### src/rtl/updown_count_ctrl_pkg.sv
// Shared types and constants for the up/down counter command sequencer.
package updown_count_ctrl_pkg;

   typedef enum logic [1:0] {
      S_IDLE,
      S_RUN,
      S_DONE
   } state_e;

   localparam logic DIR_UP   = 1'b1;
   localparam logic DIR_DOWN = 1'b0;

   // One modulo-2**WIDTH step in the requested direction.
   function automatic logic [7:0] step_value(input logic [7:0] cur, input logic up);
      return (up == DIR_UP) ? cur + 8'd1 : cur - 8'd1;
   endfunction

endpackage

### src/rtl/updown_count_ctrl_if.sv
// Command channel between the host FSM and the sequencer: valid/ready plus payload.
interface updown_count_ctrl_if #(
   parameter int WIDTH   = 4,
   parameter int DWELL_W = 4
);
   logic               cmd_valid;
   logic               cmd_ready;
   logic               cmd_up;
   logic [WIDTH-1:0]   cmd_target;
   logic [DWELL_W-1:0] cmd_dwell;

   modport master (
      output cmd_valid,
      output cmd_up,
      output cmd_target,
      output cmd_dwell,
      input  cmd_ready
   );

   modport slave (
      input  cmd_valid,
      input  cmd_up,
      input  cmd_target,
      input  cmd_dwell,
      output cmd_ready
   );
endinterface

### src/rtl/updown_count_core.sv
// Counter datapath: +/-1 step per enabled cycle, modulo 2**WIDTH, with a
// registered wrap flag that is high only in the cycle the wrapped value appears.
module updown_count_core
   import updown_count_ctrl_pkg::*;
#(
   parameter int WIDTH = 4
) (
   input  logic             clk_i,
   input  logic             rst_ni,
   input  logic             en_i,
   input  logic             up_i,
   output logic [WIDTH-1:0] count_o,
   output logic             wrap_o
);

   logic [WIDTH-1:0] count_q, count_d;
   logic             wrap_q, wrap_d;

   // Next count and wrap flag; count holds and wrap clears when not stepping.
   always_comb begin
      count_d = count_q;
      wrap_d  = 1'b0;
      if (en_i) begin
         if (up_i == DIR_UP) begin
            count_d = count_q + WIDTH'(1);
            wrap_d  = (count_q == {WIDTH{1'b1}});
         end else begin
            count_d = count_q - WIDTH'(1);
            wrap_d  = (count_q == '0);
         end
      end
   end

   // Count and wrap registers, cleared asynchronously.
   always_ff @(posedge clk_i or negedge rst_ni) begin
      if (!rst_ni) begin
         count_q <= '0;
         wrap_q  <= 1'b0;
      end else begin
         count_q <= count_d;
         wrap_q  <= wrap_d;
      end
   end

   assign count_o = count_q;
   assign wrap_o  = wrap_q;

endmodule

### src/rtl/updown_count_ctrl.sv
// Command-driven sequencer: accepts one command (direction, target, dwell),
// steps the counter core toward the target every dwell+1 cycles, then pulses done.
module updown_count_ctrl
   import updown_count_ctrl_pkg::*;
#(
   parameter int WIDTH   = 4,
   parameter int DWELL_W = 4
) (
   input  logic                clk_i,
   input  logic                rst_ni,
   updown_count_ctrl_if.slave  cmd,
   input  logic                abort_i,
   output logic [WIDTH-1:0]    count_o,
   output logic                busy_o,
   output logic                done_o,
   output logic                wrap_o
);

   state_e             state_q, state_d;
   logic               up_q, up_d;
   logic [WIDTH-1:0]   target_q, target_d;
   logic [DWELL_W-1:0] dwell_q, dwell_d;
   logic [DWELL_W-1:0] dwell_cnt_q, dwell_cnt_d;
   logic               done_q;
   logic               step_en;
   logic [WIDTH-1:0]   count_w;
   logic [WIDTH-1:0]   step_val;
   logic [7:0]         step_wide;

   // Value the counter will hold after a step; used to detect arrival at target.
   assign step_wide = step_value(8'(count_w), up_q);
   assign step_val  = step_wide[WIDTH-1:0];

   // Next-state, command latch and dwell-counter logic.
   always_comb begin
      state_d     = state_q;
      up_d        = up_q;
      target_d    = target_q;
      dwell_d     = dwell_q;
      dwell_cnt_d = dwell_cnt_q;
      step_en     = 1'b0;
      case (state_q)
         S_IDLE: begin
            if (cmd.cmd_valid) begin
               up_d        = cmd.cmd_up;
               target_d    = cmd.cmd_target;
               dwell_d     = cmd.cmd_dwell;
               dwell_cnt_d = cmd.cmd_dwell;
               state_d     = (cmd.cmd_target == count_w) ? S_DONE : S_RUN;
            end
         end
         S_RUN: begin
            // Abort wins over a step falling due in the same cycle.
            if (abort_i) begin
               state_d = S_IDLE;
            end else if (dwell_cnt_q != '0) begin
               dwell_cnt_d = dwell_cnt_q - DWELL_W'(1);
            end else begin
               step_en     = 1'b1;
               dwell_cnt_d = dwell_q;
               if (step_val == target_q) begin
                  state_d = S_DONE;
               end
            end
         end
         S_DONE: begin
            state_d = S_IDLE;
         end
         default: begin
            state_d = S_IDLE;
         end
      endcase
   end

   // State, command latches, dwell counter and done pulse registers.
   always_ff @(posedge clk_i or negedge rst_ni) begin
      if (!rst_ni) begin
         state_q     <= S_IDLE;
         up_q        <= 1'b0;
         target_q    <= '0;
         dwell_q     <= '0;
         dwell_cnt_q <= '0;
         done_q      <= 1'b0;
      end else begin
         state_q     <= state_d;
         up_q        <= up_d;
         target_q    <= target_d;
         dwell_q     <= dwell_d;
         dwell_cnt_q <= dwell_cnt_d;
         done_q      <= (state_d == S_DONE);
      end
   end

   updown_count_core #(
      .WIDTH (WIDTH)
   ) u_core (
      .clk_i   (clk_i),
      .rst_ni  (rst_ni),
      .en_i    (step_en),
      .up_i    (up_q),
      .count_o (count_w),
      .wrap_o  (wrap_o)
   );

   assign count_o       = count_w;
   assign done_o        = done_q;
   assign busy_o        = (state_q != S_IDLE);
   assign cmd.cmd_ready = (state_q == S_IDLE);

endmodule

### src/flat_wrapper.sv
// flat-port wrapper written by rule: the top's interface ports become plain ports
module updown_count_ctrl_flat import updown_count_ctrl_pkg::*;
#(
   parameter int WIDTH   = 4,
   parameter int DWELL_W = 4
)
  (clk_i, rst_ni, abort_i, count_o, busy_o, done_o, wrap_o, cmd_cmd_valid, cmd_cmd_up, cmd_cmd_target, cmd_cmd_dwell, cmd_cmd_ready);
  updown_count_ctrl_if #(.WIDTH(WIDTH), .DWELL_W(DWELL_W)) cmd_i ();
  input  logic clk_i;
  input  logic rst_ni;
  input  logic abort_i;
  output logic [WIDTH-1:0] count_o;
  output logic busy_o;
  output logic done_o;
  output logic wrap_o;
  input wire logic [$bits(cmd_i.cmd_valid)-1:0] cmd_cmd_valid;
  input wire logic [$bits(cmd_i.cmd_up)-1:0] cmd_cmd_up;
  input wire logic [$bits(cmd_i.cmd_target)-1:0] cmd_cmd_target;
  input wire logic [$bits(cmd_i.cmd_dwell)-1:0] cmd_cmd_dwell;
  output wire logic [$bits(cmd_i.cmd_ready)-1:0] cmd_cmd_ready;
  assign cmd_i.cmd_valid = cmd_cmd_valid;
  assign cmd_i.cmd_up = cmd_cmd_up;
  assign cmd_i.cmd_target = cmd_cmd_target;
  assign cmd_i.cmd_dwell = cmd_cmd_dwell;
  assign cmd_cmd_ready = cmd_i.cmd_ready;
  updown_count_ctrl #(.WIDTH(WIDTH), .DWELL_W(DWELL_W)) u_core (.clk_i(clk_i), .rst_ni(rst_ni), .cmd(cmd_i), .abort_i(abort_i), .count_o(count_o), .busy_o(busy_o), .done_o(done_o), .wrap_o(wrap_o));
endmodule
### config.mk
export PLATFORM = sky130hd
export DESIGN_NAME = updown_count_ctrl_flat
export DESIGN_NICKNAME = d
export VERILOG_FILES = /design/src/rtl/updown_count_ctrl_pkg.sv /design/src/rtl/updown_count_ctrl_if.sv /design/src/rtl/updown_count_core.sv /design/src/rtl/updown_count_ctrl.sv /design/src/flat_wrapper.sv
export SDC_FILE = /design/constraint.sdc
export NUM_CORES = 1
export LEC_CHECK = 0
export CAP_MARGIN = 20
export CORE_MARGIN = 2
export CORE_UTILIZATION = 52
export CTS_CLUSTER_DIAMETER = 80
export CTS_CLUSTER_SIZE = 10
export DETAILED_ROUTE_END_ITERATION = 12
export PLACE_DENSITY = 0.78
export SKIP_LAST_GASP = 1
export SLEW_MARGIN = 0
export SYNTH_ARGS = -nofsm -noshare
export SYNTH_HDL_FRONTEND = slang
export SYNTH_HIERARCHICAL = 1
export SYNTH_SLANG_ARGS = --single-unit
### constraint.sdc
create_clock -name clk_i -period 2.7 [get_ports clk_i]
set_input_delay 0.675 -clock clk_i [delete_from_list [all_inputs] [get_ports clk_i]]
set_output_delay 0.675 -clock clk_i [all_outputs]
set_load 0.02 [all_outputs]
==> results of run 1 <==
metal layers:
layer / track usage / wire length, um
met2: 0.3862 / 1475
met1: 0.2635 / 1217
met4: 0.09167 / 40
met5: 0 / 0
met3: 0.04444 / 107
state kept, by name (all words and copies together), names as in the netlist:
signal / flops
u_core/target_q: 4
u_core/done_o: 1
u_core/dwell_q: 4
u_core/state_q: 2
u_core/u_core/wrap_o: 1
u_core/up_q: 1
u_core/dwell_cnt_q: 4
u_core/u_core/count_o: 4
critical path, cell delays in order, from the launching register on:
cell     delay, ns
dfrtp_1       0.49
inv_1         0.17
ha_1          0.33
xor3_2        0.43
or4_4         0.44
a22o_1        0.24
a21o_1        0.15
cells in the final DEF, fill, tap and decap left out, drive strengths merged, types with 2 or more instances in the layout:
master and n:
clkbuf 4, clkdlybuf4s50 20, nand4 2, dfrtp 21, nand3 5, nor2 10
fa 2, buf 4, a21o 3, inv 7, nor4b 3, a21oi 11
nand2 27, o21ai 7, nand2b 3, or3b 2, o32ai 2, mux2i 2
xnor2 9, ha 5, xor2 2
worst max-delay path by stage:
stage	startpoint	end	slack, ns	cells past startpoint
floorplan	u_core/u_core/count_o[0]$_DFFE_PN0P_	u_core/state_q[0]$_DFF_PN0_	0.43	5
global placement	abort_i	u_core/u_core/count_o[3]$_DFFE_PN0P_	0.36	6
detailed placement	abort_i	u_core/u_core/count_o[3]$_DFFE_PN0P_	0.32	6
CTS	u_core/up_q$_DFFE_PN0P_	u_core/state_q[0]$_DFF_PN0_	0.36	6
global route	u_core/up_q$_DFFE_PN0P_	u_core/state_q[0]$_DFF_PN0_	0.27	6
finish	u_core/up_q$_DFFE_PN0P_	u_core/state_q[0]$_DFF_PN0_	0.35	6
metrics by stage:
step	instance area [um2]	hold WS, ns	setup WS (ns)
floorplan	1303	0.3794	0.4290
global placement	1545	0.4610	0.3600
detailed placement	1545	0.4649	0.3243
CTS	1572	0.4940	0.3607
global route	1572	0.5151	0.2680
finish	1572	0.4868	0.3451
cells by family (layout without fill, tap and decap cells):
kind of cell	after synthesis	after routing
buffers and inverters	10	35
xor gates and xnor gates	12	12
AOI/OAI and AO/OA	28	28
muxes	3	3
adders and majority gates	7	7
DFF	21	21
and+or+nand+nor	59	59
cell type report:
type	count	share of cell area
Clock buffer	4	0.01672
Timing Repair Buffer	24	0.1465
Tap cell	30	0.02389
Sequential cell	21	0.3344
Inverter	7	0.01672
Multi-Input combinational cell	109	0.4618
report_power, final:
group | internal (mW) | switching, mW
clock network | 0.0578 | 0.0979
logic | 0.572 | 0.627
registers | 0.451 | 0.147
total | 1.08 | 0.872
==> metrics.txt, run 1 <==
post-synthesis compound-gate area fraction 0.1335; Synth Net Count 160; largest family of logic cells by synthesized area simple AND/OR/NAND/NOR gates; status complete, no violations; FF-to-FF Start u_core/up_q$_DFFE_PN0P_; crit end category register; fin crit share 0.8722; most frequent cell after synthesis nand2_1; Achievable Freq 424.6 MHz; clock transition at the registers of the reported paths 0.12 ns; post-route ant nets 0; DRC violations left 0; Starting DRT DRC Count 26; number of fillers in the final layout 221; largest area contributor in the netlist dfrtp_1; cell types with the highest counts after synthesis 27 x nand2_1, 21 x dfrtp_1, 11 x a21oi_1; Core Area 0.002432 mm2; Bufs on Longest Clock Path 2; fin. max-slew vios 0; Avg Cell Area, Syn 9.304 um2; DR vias 1,098; ys flop type dfrtp_1; number of synthesized flops with an enable pin 0; H-Tree Depth 1; R2R setup slack 0.35 ns; first-pass GRT wire length 4540 um; placed cell count 191; Register Area 525.5 um2; worst hold stages 2; Adder-Cell Fraction of Synth Area 0.07877; cell count after synthesis 140; worst skew pair latency 0.31 ns; Area contributors post-synth dfrtp_1 40%, nand2_1 7.8%, xnor2_1 6.1%; R2R Path End u_core/state_q[0]$_DFF_PN0_; Final Skew 0.003789 ns; critical path class reg2reg; unrepaired setup endpoints after global routing no; critical path launch point type register; Antenna Cells 0; post-synthesis mux area share 0.02402; synthesized area 0.001302 mm2; TritonCTS buffer count 3; Hold Path End u_core/dwell_q[1]$_DFFE_PN0P_; gpl congestion 0.8570; # rows 18; largest net degree at the start of global routing 22; port bufs 20; Synth top area share 0.4035; CTS tree built; die extent in x 54.05 um; Max-slew headroom 0.7496; post-synthesis sequential area ratio 0.4035; Initial Util 0.5355; CTS root buf clkbuf_4; VDD IR max 0.7890 mV; nets 186; I/O pin count 21; post-route minimum period 2.355 ns; Worst-Margin Slew 0.3757 ns; Power per Cell Area 1243 mW/mm2; TNS Setup 0 ns; Clock Sinks 21; leak pwr 0.6965 nW; hold_sp u_core/dwell_q[1]$_DFFE_PN0P_; Hold Buf Count CTS 0; initial antenna violation count 0; vias in the first global route 1,064; Simple-Gate Fraction of Synth Area 0.2277; Yosys warnings 6; Detail Placement HPWL 2135 um; Layout Cells excl Fill 195; Arr. time, crit path 2.57 ns; GRT Total Usage 0.2212; wire per inst 14.56 um; critical-path maximum fanout 9; synth-to-layout area growth 20.65%; Die Area 0.002921 mm2; worst hold path type reg2reg; die height 54.05 um; Pre-Repair DR Iteration Count 4; total power 1.953 mW; reg2reg path depth 6; post-CTS sizing 0; Setup Fix Bufs, Post-CTS 0; vias per inst 5.631; max cap viols 0; Final Util 0.6461; Netlist cell types 36; share of cells above drive strength 1 0.09091; gr ovfl total 0; Multi-input gate area 725.7 um2; Yosys reg bits 21; synthesized-area fraction occupied by xor and xnor cells 0.09318; WP data required 2.92 ns; share of flip-flops with an asynchronous set or reset 1.000; Hold Fails Final Rpt 0; DRT Wirelength 2840 um; # setup viols final 0
(Power assumes the default switching activity.)
==> inputs of run 2 (changes only) <==
--- a/config.mk
+++ b/config.mk
@@ -7,14 +7,13 @@
 export LEC_CHECK = 0
 export CAP_MARGIN = 20
 export CORE_MARGIN = 2
-export CORE_UTILIZATION = 52
+export CORE_UTILIZATION = 51
 export CTS_CLUSTER_DIAMETER = 80
 export CTS_CLUSTER_SIZE = 10
 export DETAILED_ROUTE_END_ITERATION = 12
-export PLACE_DENSITY = 0.78
+export PLACE_DENSITY = 0.77
 export SKIP_LAST_GASP = 1
 export SLEW_MARGIN = 0
 export SYNTH_ARGS = -nofsm -noshare
 export SYNTH_HDL_FRONTEND = slang
-export SYNTH_HIERARCHICAL = 1
 export SYNTH_SLANG_ARGS = --single-unit
==> metrics.txt, run 2 <==
share of flip-flops with an asynchronous set or reset 1.000; fin. max-slew vios 0; largest family of logic cells by synthesized area simple AND/OR/NAND/NOR gates; share of cells above drive strength 1 0.1460; Final Skew 0.004104 ns; CTS root buf clkbuf_4; Initial Util 0.5434; synthesized-area fraction occupied by xor and xnor cells 0.1124; port bufs 20; post-route minimum period 2.265 ns; Synth top area share 0.4330; TNS Setup 0 ns; most frequent cells in the layout 21 x dfrtp_1, 20 x clkdlybuf4s50_1, 9 x mux2_2; Avg Cell Area, Syn 10.55 um2; wire per inst 13.35 um; Setup Fix Bufs, Post-CTS 0; Antenna Cells 0; cell types with the highest counts after synthesis 21 x dfrtp_1, 9 x mux2_2, 8 x nor2_1; DRC violations left 0; critical-path maximum fanout 6; gr ovfl total 0; vias in the first global route 832; CTS tree built; TritonCTS buffer count 3; Simple-Gate Fraction of Synth Area 0.1567; leak pwr 0.6410 nW; largest area contributor in the netlist dfrtp_1; most frequent cell after synthesis dfrtp_1; VDD IR max 0.8716 mV; Core Area 0.002233 mm2; largest net degree at the start of global routing 22; fin crit share 0.8390; R2R setup slack 0.64 ns; Pre-Repair DR Iteration Count 4; post-route ant nets 0; worst hold stages 1; Bufs on Longest Clock Path 2; # setup viols final 0; synthesized area 0.001214 mm2; ys flop type dfrtp_1; synth-to-layout area growth 20.93%; CP endpoint cmd_cmd_ready; Power per Cell Area 1212 mW/mm2; post-synthesis mux area share 0.1000; Adder-Cell Fraction of Synth Area 0.04742; DR vias 897; Netlist cell types 37; vias per inst 5.436; Achievable Freq 441.5 MHz; initial antenna violation count 0; Worst-Margin Slew 0.4780 ns; GRT Total Usage 0.1919; # rows 17; Hold Buf Count CTS 0; Arr. time, crit path 1.59 ns; DRT Wirelength 2203 um; unrepaired setup endpoints after global routing no; Yosys reg bits 21; post-CTS sizing 0; Die Area 0.002786 mm2; Hold Fails Final Rpt 0; die height 52.78 um; Clock Sinks 21; gpl congestion 0.8122; cell count after synthesis 115; first-pass GRT wire length 3760 um; Synth Net Count 132; Area contributors post-synth dfrtp_1 43%, mux2_2 8.4%, xnor2_1 5.1%; I/O pin count 21; status complete, no violations; clock transition at the registers of the reported paths 0.12 ns; worst skew pair latency 0.31 ns; Detail Placement HPWL 1673 um; commonest non-fill, non-tap cell in the layout dfrtp_1; Yosys warnings 0; Starting DRT DRC Count 15; CP Launch Point u_core.state_q[0]$_DFF_PN0_; critical path class reg2out; FF-to-FF Start u_core.u_core.count_o[0]$_DFFE_PN0P_; placed cell count 161; reg2reg path depth 6; post-synthesis compound-gate area fraction 0.1155; hold_sp u_core.dwell_q[1]$_DFFE_PN0P_; number of synthesized flops with an enable pin 0; critical path launch point type register; nets 155; total power 1.779 mW; Max-slew headroom 0.6813; die extent in x 52.78 um; R2R Path End u_core.state_q[0]$_DFF_PN0_; max cap viols 0; worst hold path type reg2reg; post-synthesis sequential area ratio 0.4330; WP data required 2.03 ns; Layout Cells excl Fill 165; H-Tree Depth 1; crit end category output pin
## run 2: routing by layer
layer,GRT usage,wire length (um)
met1,0.2773,1121
met2,0.2708,958
met3,0.03429,75
met4,0.1026,48
met5,0,0
## run 2: worst max-delay path, stage by stage, from the launching register on
cell and delay (ns):
dfrtp_1 0.44, nor2_1 0.20, clkdlybuf4s50_1 0.64
## run 2: stage by stage
step / hold slack [ns] / setup WS, ns / instance area [um2] / util
floorplan: 0.3794 / 0.6877 / 1214 / -
global placement: 0.4939 / 0.6007 / 1440 / 0.6448
detailed placement: 0.5017 / 0.5776 / 1440 / 0.6448
CTS: 0.5305 / 0.4192 / 1468 / 0.6571
global route: 0.5481 / 0.3389 / 1468 / 0.6571
finish: 0.5240 / 0.4348 / 1468 / 0.6571
## run 2: area by class of cell
type,instances,area (um2)
inverters,7,26.28
repair buffers,21,207.7
multi-input cells,84,645.6
clock inverters,1,5.005
well taps,28,35.03
fillers,184,765.7
clock buffers,3,22.52
flip-flops and latches,21,525.5
## run 2: how the worst min path moves through the flow
stage / end / slack [ns]
2_1_floorplan: u_core.done_o$_DFF_PN0_ / 0.38
3_3_place_gp: u_core.dwell_q[1]$_DFFE_PN0P_ / 0.49
3_5_place_dp: u_core.dwell_q[3]$_DFFE_PN0P_ / 0.50
4_1_cts: u_core.dwell_q[3]$_DFFE_PN0P_ / 0.53
5_1_grt: u_core.dwell_q[1]$_DFFE_PN0P_ / 0.55
6_report: u_core.dwell_q[1]$_DFFE_PN0P_ / 0.52
## run 2: cell families after synthesis
kind of cell / count (synthesis)
compound gates: 22
buf+inv: 10
fa+ha+maj: 4
flops: 21
mux: 11
simple gates: 34
xor+xnor: 13
## run 2: power breakdown
| group | total [mW] | switching [mW] | internal, mW | leakage (nW) |
|---|---|---|---|---|
| combinational | 1.01 | 0.470 | 0.539 | 0.365 |
| clock | 0.154 | 0.0987 | 0.0554 | 0.0177 |
| sequential | 0.616 | 0.163 | 0.453 | 0.258 |
